### src/rtl/stopwatch_pkg.sv
// Shared BCD digit types and constants for the stopwatch and the display blocks.
// Also provides the helper that clamps an out-of-range digit to 9.
package stopwatch_pkg;

  localparam int BCD_W = 4;
  localparam logic [BCD_W-1:0] BCD_MAX  = 4'd9;
  localparam logic [BCD_W-1:0] BCD_ZERO = 4'd0;

  typedef logic [BCD_W-1:0] bcd_t;

  // Digit codes A..F are not valid BCD; they load as 9.
  function automatic bcd_t bcd_sat(input bcd_t v);
    return (v > BCD_MAX) ? BCD_MAX : v;
  endfunction

endpackage

### src/rtl/bcd_digit_cnt.sv
// One BCD digit: up/down counter that wraps 9->0 on increment and 0->9 on decrement.
// Update priority is clr > load > en.
module bcd_digit_cnt
  import stopwatch_pkg::*;
(
  input  logic clk,
  input  logic reset_n,
  input  logic clr,
  input  logic load,
  input  bcd_t ld_val,
  input  logic en,
  input  logic up,
  output bcd_t q,
  output logic is_max,
  output logic is_min
);

  always_ff @(posedge clk or negedge reset_n) begin
    if (!reset_n) begin
      q <= BCD_ZERO;
    end else if (clr) begin
      q <= BCD_ZERO;
    end else if (load) begin
      q <= bcd_sat(ld_val);
    end else if (en) begin
      if (up) q <= (q == BCD_MAX)  ? BCD_ZERO : q + 4'd1;
      else    q <= (q == BCD_ZERO) ? BCD_MAX  : q - 4'd1;
    end
  end

  assign is_max = (q == BCD_MAX);
  assign is_min = (q == BCD_ZERO);

endmodule

### src/rtl/stop_watch_bcd_n.sv
// N-digit BCD stopwatch: prescaler tick drives a carry/borrow chain of BCD digits,
// with lap hold of the displayed value, sticky overflow and down-count zero halt.
module stop_watch_bcd_n
  import stopwatch_pkg::*;
#(
  parameter int DIGITS = 4,
  parameter int DVSR   = 5_000_000
) (
  input  logic                  clk,
  input  logic                  reset_n,
  input  logic                  go,
  input  logic                  clr,
  input  logic                  up,
  input  logic                  load,
  input  logic [4*DIGITS-1:0]   preset,
  input  logic                  lap,
  output logic [4*DIGITS-1:0]   d,
  output logic                  tick,
  output logic                  ovf,
  output logic                  zero,
  output logic                  held
);

  localparam int PW = $clog2(DVSR);

  logic [PW-1:0]       pre_cnt;
  logic [4*DIGITS-1:0] live_cnt;
  logic [4*DIGITS-1:0] lap_q;
  logic [DIGITS-1:0]   is_max, is_min, dig_en;
  logic                halt, run, wrap, en;

  // Counting down stops at all-zero; the prescaler freezes too so no tick follows.
  assign halt = !up && (&is_min);
  assign run  = go && !halt;
  assign wrap = (pre_cnt == PW'(DVSR - 1));
  assign en   = run && wrap && !clr && !load;
  assign zero = halt;

  always_ff @(posedge clk or negedge reset_n) begin
    if (!reset_n) begin
      pre_cnt <= '0;
    end else if (clr || load) begin
      pre_cnt <= '0;
    end else if (run) begin
      pre_cnt <= wrap ? '0 : pre_cnt + PW'(1);
    end
  end

  // Digit i steps when every lower digit is at its roll-over value for the direction.
  always_comb begin : carry_chain
    logic c;
    dig_en = '0;
    c      = en;
    for (int i = 0; i < DIGITS; i++) begin
      dig_en[i] = c;
      c         = c && (up ? is_max[i] : is_min[i]);
    end
  end

  for (genvar i = 0; i < DIGITS; i++) begin : g_dig
    bcd_digit_cnt u_dig (
      .clk    (clk),
      .reset_n(reset_n),
      .clr    (clr),
      .load   (load),
      .ld_val (preset[4*i +: 4]),
      .en     (dig_en[i]),
      .up     (up),
      .q      (live_cnt[4*i +: 4]),
      .is_max (is_max[i]),
      .is_min (is_min[i])
    );
  end

  always_ff @(posedge clk or negedge reset_n) begin
    if (!reset_n) begin
      tick <= 1'b0;
      ovf  <= 1'b0;
    end else begin
      tick <= en;
      if (clr)                    ovf <= 1'b0;
      else if (en && up && &is_max) ovf <= 1'b1;
    end
  end

  // Lap capture samples the live count before any same-edge update.
  always_ff @(posedge clk or negedge reset_n) begin
    if (!reset_n) begin
      lap_q <= '0;
      held  <= 1'b0;
    end else if (clr) begin
      held  <= 1'b0;
    end else if (lap) begin
      if (!held) lap_q <= live_cnt;
      held <= !held;
    end
  end

  assign d = held ? lap_q : live_cnt;

endmodule

### config.mk
export PLATFORM = sky130hd
export DESIGN_NAME = stop_watch_bcd_n
export DESIGN_NICKNAME = d
export VERILOG_FILES = /design/src/rtl/stopwatch_pkg.sv /design/src/rtl/bcd_digit_cnt.sv /design/src/rtl/stop_watch_bcd_n.sv
export SDC_FILE = /design/constraint.sdc
export NUM_CORES = 1
export LEC_CHECK = 0
export BUFFER_PORTS_ARGS = -buffer_cell sky130_fd_sc_hd__buf_2
export CORE_AREA = 2 2 99 91
export CTS_BUF_LIST = sky130_fd_sc_hd__clkbuf_8
export CTS_CLUSTER_SIZE = 24
export DETAILED_ROUTE_END_ITERATION = 10
export DIE_AREA = 0 0 101 93
export PLACE_DENSITY_LB_ADDON = 0.2
export SLEW_MARGIN = 20
export SYNTH_ARGS = -nofsm -noshare
export SYNTH_HDL_FRONTEND = slang
export SYNTH_SLANG_ARGS = --single-unit
### constraint.sdc
create_clock -name clk -period 2.8 [get_ports clk]
set_input_delay 0 -clock clk [delete_from_list [all_inputs] [get_ports clk]]
set_output_delay 0 -clock clk [all_outputs]
set_load 0.03 [all_outputs]
# After elaboration in Yosys (flattened, before gate mapping)
# Index checks and enable logic that the tools add are counted.
# W data, S select, Z words.
# totals
elab_cells	97
output_inout_bits	20
reg_bits	58
# op_classes
n_mux	39
reduce_logical	30
bitwise	1
eq_ne	5
n_addsub	9
order_cmp	4
# op_table
operator	n
$mux W4	28
$mux W23	3
$add A23 B1 Y23 const B	1
$eq A23 B23 Y1 const B	1
$add A4 B1 Y4 const B	4
$eq A4 B4 Y1 const B	4
$gt A4 B4 Y1 const B	4
$logic_not A4 Y1	4
$mux W16	1
$sub A4 B1 Y4 const B	4
$reduce_bool A3 Y1	4
$logic_and A1 B1 Y1	10
$reduce_and A4 Y1	2
$mux W1	7
$reduce_bool A2 Y1	3
$logic_not A1 Y1	5
$reduce_and A2 Y1	1
$logic_or A1 B1 Y1	1
$not A1 Y1	1

# Logic depth before layout (Yosys ltp)
# Gate-level depths: netlist of run 1.
# depth
ltp_word	14
depth_mapped	9
depth_no_buf	8

# Modules after synthesis
# Synthesis of run 1 repeated with hierarchy kept, for this count alone.
# hier_totals
hier_cells	433
hier_area_um2	3985.1
# modules_own_cells
mod	cells_per_inst	area_each_um2	instances
stop_watch_bcd_n	241	2438.6	1
bcd_digit_cnt	48	386.6	4

# Worst setup path after synthesis of run 1
# Ideal clock, no wire load.
# synth_timing
path_kind	register to register
from	reg g_dig[0].u_dig.q[0]
to	reg g_dig[2].u_dig.q[3]
synth_period_minus_slack_ps	2640
setup_slack_ps	160
required_ps	2672
arrival_time_ps	2513
setup_ps	128
path_stages_with_launch	9
cell_sequence	dfrtp_1 inv_1 ha_1 nor3b_1 and4_1 or2b_1 nor4b_2 a21oi_1 mux2_1
# synth_between
elab_chain_len	11
elab_cells_between_ends	13
# synth_rtl
element	line	text
start: declaration	bcd_digit_cnt.sv:13	output bcd_t q,
start signal: assignment	bcd_digit_cnt.sv:24	q <= bcd_sat(ld_val);
start signal: assignment	bcd_digit_cnt.sv:26	if (up) q <= (q == BCD_MAX) ? BCD_ZERO : q + 4'd1;
start signal: assignment	bcd_digit_cnt.sv:27	else q <= (q == BCD_ZERO) ? BCD_MAX : q - 4'd1;
$logic_not A4 Y1	bcd_digit_cnt.sv:32	assign is_min = (q == BCD_ZERO);
$reduce_and A4 Y1	stop_watch_bcd_n.sv:33	assign halt = !up && (&is_min);
$logic_and A1 B1 Y1	stop_watch_bcd_n.sv:33	
via zero	stop_watch_bcd_n.sv:20	output logic zero,
$logic_not A1 Y1	stop_watch_bcd_n.sv:34	assign run = go && !halt;
$logic_and A1 B1 Y1	stop_watch_bcd_n.sv:34	
$logic_and A1 B1 Y1 (3 in series)	stop_watch_bcd_n.sv:36	assign en = run && wrap && !clr && !load;
$logic_and A1 B1 Y1 (2 in series)	stop_watch_bcd_n.sv:56	c = c && (up ? is_max[i] : is_min[i]);
$reduce_bool A3 Y1 (no line)	-	
end signal: assignment	bcd_digit_cnt.sv:24	
end signal: assignment	bcd_digit_cnt.sv:26	
end signal: assignment	bcd_digit_cnt.sv:27	
end: declaration	bcd_digit_cnt.sv:13	
# The timed path passes the listed nets, and every way through them passes these cells.
# A chain may end at the register's enable or synchronous reset.

# Worst setup path in the final report of run 1
# layout_timing
from	reg g_dig[3].u_dig.q[0]
to	reg g_dig[1].u_dig.q[2]
# layout_between
elab_chain_len	10
# layout_rtl
element	line
start: declaration	bcd_digit_cnt.sv:13
start signal: assignment	bcd_digit_cnt.sv:24
start signal: assignment	bcd_digit_cnt.sv:26
start signal: assignment	bcd_digit_cnt.sv:27
$logic_not A4 Y1	bcd_digit_cnt.sv:32
$reduce_and A4 Y1	stop_watch_bcd_n.sv:33
$logic_and A1 B1 Y1	stop_watch_bcd_n.sv:33
$logic_not A1 Y1	stop_watch_bcd_n.sv:34
$logic_and A1 B1 Y1	stop_watch_bcd_n.sv:34
$logic_and A1 B1 Y1 (3 in series)	stop_watch_bcd_n.sv:36
$logic_and A1 B1 Y1	stop_watch_bcd_n.sv:56
$reduce_bool A3 Y1 (no line)	-
end signal: assignment	bcd_digit_cnt.sv:24
end signal: assignment	bcd_digit_cnt.sv:26
end signal: assignment	bcd_digit_cnt.sv:27
end: declaration	bcd_digit_cnt.sv:13
# No other way between the ends.

==> implementation parameters, run 1 <==
Parameter                              Value

Yosys
  Post-synth top area cell ... dfrtp_1
  Area fraction of the dominant cell type after synthesis ... 37.1%
  Most repeated cell in the gate-level netlist after synthesis ... dfrtp_1
  Post-Syn Nets ... 486
  Synthesized netlist cell count ... 450
  Netlist Area Pre-Place ... just under 4000 sq um
  Most frequent cells after synthesis ... 58 x dfrtp_1, 49 x nand2_1, 37 x o21ai_0
  Seq/Total Area, Yosys ... 37.1%
  Flip-flop and latch count after synthesis ... 58
  Share of flip-flops with an asynchronous set or reset ... 100%
  Number of different library cells in the post-synthesis netlist ... 56
  Area contributors post-synth ... dfrtp_1 37%, mux2_2 6.9%, o21ai_0 4.7%, nand2_1 4.7%, ha_1 4.2%
  Count of flip-flops with a built-in enable after synthesis ... 0
  Synthesized area per cell ... 8.69 sq um
  Ys Warns ... 0
  Post-synth top flop ... dfrtp_1

Clock network
  Insertion delay of the later-clocked pin in the worst-skew pair ... around 0.34 ns
  CTS Buffer Depth ... 2
  TritonCTS Buffers ... 9
  Root buffer cell ... clkbuf_8
  TritonCTS clock tree ... done
  Post-CTS repair timing setup buffer count ... 0
  Sinks on Clock Net ... 58
  CTS clock-pin slew for the worst setup and hold paths ... 0.07 ns
  # H-tree levels ... 3

Floorplanning
  Die area ... around 9400 sq um
  Number of placement rows ... 32
  Core footprint ... 8410 sq um
  Width of the die ... a little over 100 um
  Starting density of the core ... 46.5%
  Count of pins on the block boundary ... 43
  Chip Height ... 93 um

Pwr
  Peak VDD IR ... between 0.0003 and 0.0004 V
  Sw Ratio ... 32.4%
  Overall power consumption ... 2.38 mW
  Gate power share ... 24.8%
  Switching power ... 771 uW
  Clock network fraction of total power ... 33.4%
  Internal Pwr Total ... about 1.6 mW
  Share of power burned in registers ... 41.7%
  Reported leakage power ... 1.93 nW
  Power per standard cell area ... 525 nW/um^2

Critical path
  Capturing element of the worst setup path ... g_dig[1].u_dig.q[2]
  Class of the most critical setup path ... flop to flop
  Critical Path RT ... 3.01 ns
  RR Endpoint ... g_dig[1].u_dig.q[2]
  Number of cells on the worst reg-to-reg path ... 8
  Crit Reg-Reg Startpoint ... g_dig[3].u_dig.q[0]
  Sort of element at the start of the critical path ... flop
  Critical Path Sink Type ... flop
  Critical path launch point ... g_dig[3].u_dig.q[0]
  R2R setup slack ... 0.22 ns
  Critical path cell sequence ... inv_1 > ha_1 > nor3b_2 > and4_1 > or2b_1 > nor4b_4 > nand2b_1 > mux2_1
  Slowest stage delay, CP ... 0.46 ns
  Maximum fanout count along the critical path ... 7
  Arr. time, crit path ... roughly 2.8 ns
  Crit path max-delay cell type ... dfrtp_1

Hold path
  Worst min-delay path class ... primary input to flop
  Worst hold path stage count ... 5

Timing
  Worst slew margin relative to its limit ... between 30% and 40%
  Final period demand of the worst path ... 2.58 ns
  Unrepaired setup endpoints after global routing ... no
  Final setup slack of the worst path ... ~0.22 ns
  Post-route fraction of the period consumed by the critical path ... about 92%
  Setup tns final ... 0 ns
  Max-slew violation total from the final report ... 0
  Total of endpoints with negative setup slack in the final report ... 0
  Maximum clock rate ... 388 MHz
  Actual transition at the worst max-transition pin ... between 0.9 and 1 ns
  Final number of hold-violating endpoints ... 0
  Setup clock skew after layout ... just over 0.01 ns

Route
  Routed Wire Length ... 9820 um
  Final antenna-violating net count ... 0
  DR iter-0 viols ... about 180
  Via count ... 3469
  Drt drc ... 0
  Vias per cell ... 5.77
  First-pass detailed-route iteration total ... 4
  Wire per inst ... 16.3 um

Global route
  Met3 Usage GRT ... approximately 4%
  Met2 demand-to-capacity share in global routing ... 32.9%
  Number of global-route vias before repair ... 3258
  GRT met1 Usage ... 33.4%
  Residual overflow from global routing ... 0
  Maximum number of pins on one net before global-route repair ... 43
  Initial antenna violation count ... 0
  Routing layer with the top usage in global route ... met1
  Total routing resource utilization after global routing ... between 20% and 30%
  First-pass GRT wire length ... 16500 um

Place
  Post-placement worst setup slack ... 0.0798 ns
  Post-DP HPWL ... 6840 um
  Port Buffer Count ... 42
  Routability congestion estimate from global placement ... 0.862

Layout
  Share of cells above drive strength 1 ... a little over a fifth
  FF/Latch Area ... 1450 sq um
  Footprint of the multi-input gates ... 2320 sq um
  Layout overhead on the synthesized area ... 16.0%
  Final-layout fill cell count ... about 780
  Net count of the finished layout ... 530
  Number of inserted diodes ... 0

Run status
  Status ... finished clean

Run
  Number of max-cap violations ... 0
[kinds of logic (layout without fill, tap and decap cells)]
kind of cell               after synthesis  count (layout)  share of synthesized area [%]
and+or+nand+nor                        169             169                           22.8
buffers and inverters                   47              96                           4.58
adders and majority gates               13              13                           4.16
xor gates and xnor gates                 8               8                           1.79
muxes                                   38              38                           10.7
AOI/OAI and AO/OA                      117             117                           18.8
DFF                                     58              58                           37.1
[cell usage in the layout (no fill, tap or decap), drive strengths merged, types with 5 or more instances in the layout]
master and instances:
nor2b 10, nand4 5, nand3b 6, mux2 31, inv 22, buf 55, a31oi 16, a21oi 27
dfrtp 58, mux2i 7, clkbuf 11, nand2b 9, o21ai 38, ha 13, nand3 13, nor2 27
or3 12, nor4 7, nor3 8, xnor2 6, nand2 49
[worst max-delay path: cells and delay by family, from the launching register on]
kind / cells / cell delay (ns)
AND/OR/NAND/NOR: 5 / 1.28
adder cells (fa/ha/maj): 1 / 0.26
buffers and inverters: 1 / 0.11
multiplexers: 1 / 0.35
flip-flops: 1 / 0.46
[power groups by stage]
stage | Clock [mW] | Combinational, mW | Sequential, mW
6_report | 0.796 | 0.591 | 0.994
5_1_grt | 0.858 | 0.654 | 1.01
4_1_cts | 0.824 | 0.582 | 0.990
3_5_place_dp | 0 | 0.575 | 1.01
3_3_place_gp | 0 | 0.567 | 1.00
2_1_floorplan | 0 | 0.439 | 0.968
[per-stage QoR]
stage | utilization [%] | instances | cell area, sq um | hold WS, ns
final | 54.0 | 601 | 4540 | 0.0405
after global routing | 54.0 | 601 | 4540 | 0.0617
after CTS | 53.4 | 601 | 4490 | 0.0236
after detailed placement | 50.5 | 581 | 4250 | 0.222
after global placement | 50.5 | 581 | 4250 | 0.225
after floorplan | - | 450 | 3910 | -0.296
[per-layer routing]
layer	wire length (um)	vias up	part of all wire, %
met2	4280	83	44
met3	496	6	5.1
met1	4960	1653	51
li1	-	1727	-
met4	78	0	0.79
met5	0	-	0
[how the worst min path moves through the flow]
stage                               end  slack [ns]        from
global route        g_dig[3].u_dig.q[0]        0.06  preset[12]
detailed placement          pre_cnt[20]        0.22     reset_n
CTS                 g_dig[3].u_dig.q[0]        0.02  preset[12]
global placement            pre_cnt[18]        0.22     reset_n
finish              g_dig[3].u_dig.q[0]        0.04  preset[12]
floorplan           g_dig[0].u_dig.q[0]       -0.30     reset_n
[area by class of cell]
class	instances	area share [%]
Multi-Input combinational cell	345	51.2
Clock buffer	11	3.34
Inverter	21	1.74
Timing Repair Buffer	59	7.72
Clock inverter	5	1.19
Sequential cell	58	32.0
Tap cell	102	2.81
[registers in the layout, summed over array words and instances, names as in the netlist]
register       flops
g_dig.u_dig.q     16
tick               1
pre_cnt           23
ovf                1
lap_q             16
held               1
[timing repair]
action | in CTS | in global routing
endpoints found under the hold margin | 44 | 0
hold buffers | 4 | 0
endpoints found under the setup margin | 0 | 16
gates resized for setup | 0 | 6
No activity file was read; power rests on OpenSTA's default activity.
==> run 2: changes to the inputs <==
--- a/config.mk
+++ b/config.mk
@@ -7,7 +7,6 @@
 export LEC_CHECK = 0
 export BUFFER_PORTS_ARGS = -buffer_cell sky130_fd_sc_hd__buf_2
 export CORE_AREA = 2 2 99 91
-export CTS_BUF_LIST = sky130_fd_sc_hd__clkbuf_8
 export CTS_CLUSTER_SIZE = 24
 export DETAILED_ROUTE_END_ITERATION = 10
 export DIE_AREA = 0 0 101 93
==> run 2 against run 1 <==
Against the previous run:
- total power up 0.24%
- die area unchanged
- critical endpoint unchanged
- maximum frequency is essentially flat
- hold slack lost 0.0019 ns
- first-iteration DRC count is 1.1% lower
==> implementation parameters, run 2 (synthesized netlist as in run 1, its figures left out) <==
Parameter                              Value

Floorplanning
  Chip Height ... 93 um (unchanged)
  Number of placement rows ... 32 (unchanged)
  Width of the die ... 101 um (unchanged)
  Count of pins on the block boundary ... 43 (unchanged)
  Die area ... 9390 sq um (unchanged)
  Core footprint ... 8410 sq um (unchanged)
  Starting density of the core ... 46.5% (unchanged)

Route
  DR iter-0 viols ... 181 (was 183)
  Wire per inst ... 16.3 um (about the same)
  Drt drc ... 0 (unchanged)
  Vias per cell ... 5.78 (was 5.77)
  Routed Wire Length ... 9820 um (about the same)
  Via count ... 3472 (was 3469)
  First-pass detailed-route iteration total ... 4 (unchanged)
  Final antenna-violating net count ... 0 (unchanged)

Layout
  Final-layout fill cell count ... 783 (unchanged)
  Commonest non-fill, non-tap cell in the layout ... dfrtp_1 (unchanged)
  Number of inserted diodes ... 0 (unchanged)
  Registers with the most flip-flops ... pre_cnt x23, g_dig.u_dig.q x16, lap_q x16 (unchanged)
  Share of cells above drive strength 1 ... 21.2% (unchanged)
  Net count of the finished layout ... 530 (unchanged)
  Layout overhead on the synthesized area ... 16.0% (unchanged)
  Largest register by flop count ... pre_cnt (unchanged)
  Commonest non-fill, non-tap cells in the layout ... 58 x dfrtp_1, 49 x nand2_1, 41 x buf_2 (unchanged)
  Max reg flops ... 23 (unchanged)
  Fraction of the core area covered by cells at the end of the flow ... 54.0% (unchanged)

Timing
  Maximum clock rate ... 387 MHz (was 388 MHz)
  Final number of hold-violating endpoints ... 0 (unchanged)
  Setup tns final ... 0 ns (unchanged)
  Post-route fraction of the period consumed by the critical path ... 92.2% (was 92.1%)
  Worst slew margin relative to its limit ... 39.6% (about the same)
  Worst hold-check slack ... 0.0386 ns (was 0.0405 ns)
  Total of endpoints with negative setup slack in the final report ... 0 (unchanged)
  Final period demand of the worst path ... 2.58 ns (about the same)
  Max-slew violation total from the final report ... 0 (unchanged)
  Actual transition at the worst max-transition pin ... 0.906 ns (about the same)
  Unrepaired setup endpoints after global routing ... no (unchanged)
  Setup clock skew after layout ... 0.00976 ns (was 0.0102 ns)

Run
  Number of max-cap violations ... 0 (unchanged)

Hold path
  Worst min-delay path class ... primary input to flop (unchanged)

Pwr
  Power per standard cell area ... 526 nW/um^2 (was 525 nW/um^2)
  Peak VDD IR ... 0.000320 V (about the same)
  Reported leakage power ... 1.92 nW (was 1.93 nW)

Global route
  Initial antenna violation count ... 0 (unchanged)
  Total routing resource utilization after global routing ... 22.3% (unchanged)
  Maximum number of pins on one net before global-route repair ... 43 (unchanged)
  Number of global-route vias before repair ... 3258 (unchanged)
  First-pass GRT wire length ... 16500 um (unchanged)
  Residual overflow from global routing ... 0 (unchanged)

Critical path
  Sort of element at the start of the critical path ... flop (unchanged)
  Maximum fanout count along the critical path ... 7 (unchanged)
  Critical Path RT ... 3.01 ns (about the same)
  Critical Path Sink Type ... flop (unchanged)
  Arr. time, crit path ... 2.79 ns (about the same)
  Class of the most critical setup path ... flop to flop (unchanged)

Clock network
  TritonCTS clock tree ... done (unchanged)
  Insertion delay of the later-clocked pin in the worst-skew pair ... 0.34 ns (about the same)
  TritonCTS Buffers ... 9 (unchanged)
  Root buffer cell ... clkbuf_8 (unchanged)
  # H-tree levels ... 3 (unchanged)
  CTS Buffer Depth ... 2 (unchanged)
  CTS clock-pin slew for the worst setup and hold paths ... 0.07 ns (about the same)
  Sinks on Clock Net ... 58 (unchanged)

Place
  Routability congestion estimate from global placement ... 0.862 (unchanged)
  Port Buffer Count ... 42 (unchanged)
  Post-DP HPWL ... 6840 um (unchanged)

Run status
  Status ... finished clean (unchanged)
[run 2: changes by cell type in the layout (fill, tap and decap cells not counted), sizes merged]
| cell | previous run | this run |
|---|---|---|
| clkbuf | 11 | 12 |
| inv | 22 | 21 |
[run 2: report_power, final]
group	switching [mW]	leakage, nW	internal (mW)	total, mW
Sequential	0.0813	0.779	0.913	0.994
Clock	0.344	0.0986	0.458	0.802
Combinational	0.348	1.05	0.243	0.591
[run 2: metrics by stage]
step           setup slack (ns)  power, mW  instances  cell area, sq um
6_report                  0.219       2.39        601              4540
5_1_grt                  0.0450       2.52        601              4540
4_1_cts                   0.116       2.40        601              4490
3_5_place_dp             0.0798       1.58        581              4250
3_3_place_gp              0.221       1.57        581              4250
2_1_floorplan             0.160       1.41        450              3910
[run 2: worst paths after layout]
check	startpoint	endpoint	slack, ns	depth (start not counted)
worst max register to register	g_dig[3].u_dig.q[0]	g_dig[1].u_dig.q[2]	0.22	8
worst min register to register	lap_q[15]	lap_q[15]	0.51	1
worst max-delay path	g_dig[3].u_dig.q[0]	g_dig[1].u_dig.q[2]	0.22	8
max in group asynchronous	reset_n	lap_q[14]	1.96	3
min in group asynchronous	reset_n	pre_cnt[17]	0.19	2
worst min-delay path	preset[12]	g_dig[3].u_dig.q[0]	0.04	5
[run 2: layout make-up]
type                    instances  area [sq um]  share of cell area [%]
multi-input cells             345          2320                    51.2
flip-flops and latches         58          1450                    32.0
repair buffers                 59           350                    7.72
clock buffers                  12           155                    3.42
well taps                     102           128                    2.81
inverters                      21          78.8                    1.74
clock inverters                 4          50.0                    1.10
[run 2: timing repair]
item	in CTS	in global routing
endpoints found under the hold margin	44	0
gates resized for setup	0	6
setup buffers	0	0
hold buffers	4	0
endpoints found under the setup margin	0	16
[run 2: per-layer routing]
| metal | vias to the layer above | global-route usage, % | part of all wire, % |
|---|---|---|---|
| li1 | 1729 | - | - |
| met1 | 1653 | 33.4 | 50 |
| met2 | 84 | 32.9 | 44 |
| met3 | 6 | 4.04 | 5.0 |
| met4 | 0 | 5.97 | 0.79 |
| met5 | - | 0 | 0 |
[run 2: worst max-delay path: stages, from the launching register on]
cell,delay (ns)
dfrtp_1,0.46
inv_1,0.11
ha_1,0.26
nor3b_2,0.20
and4_1,0.20
or2b_1,0.26
nor4b_4,0.35
nand2b_1,0.27
mux2_1,0.35
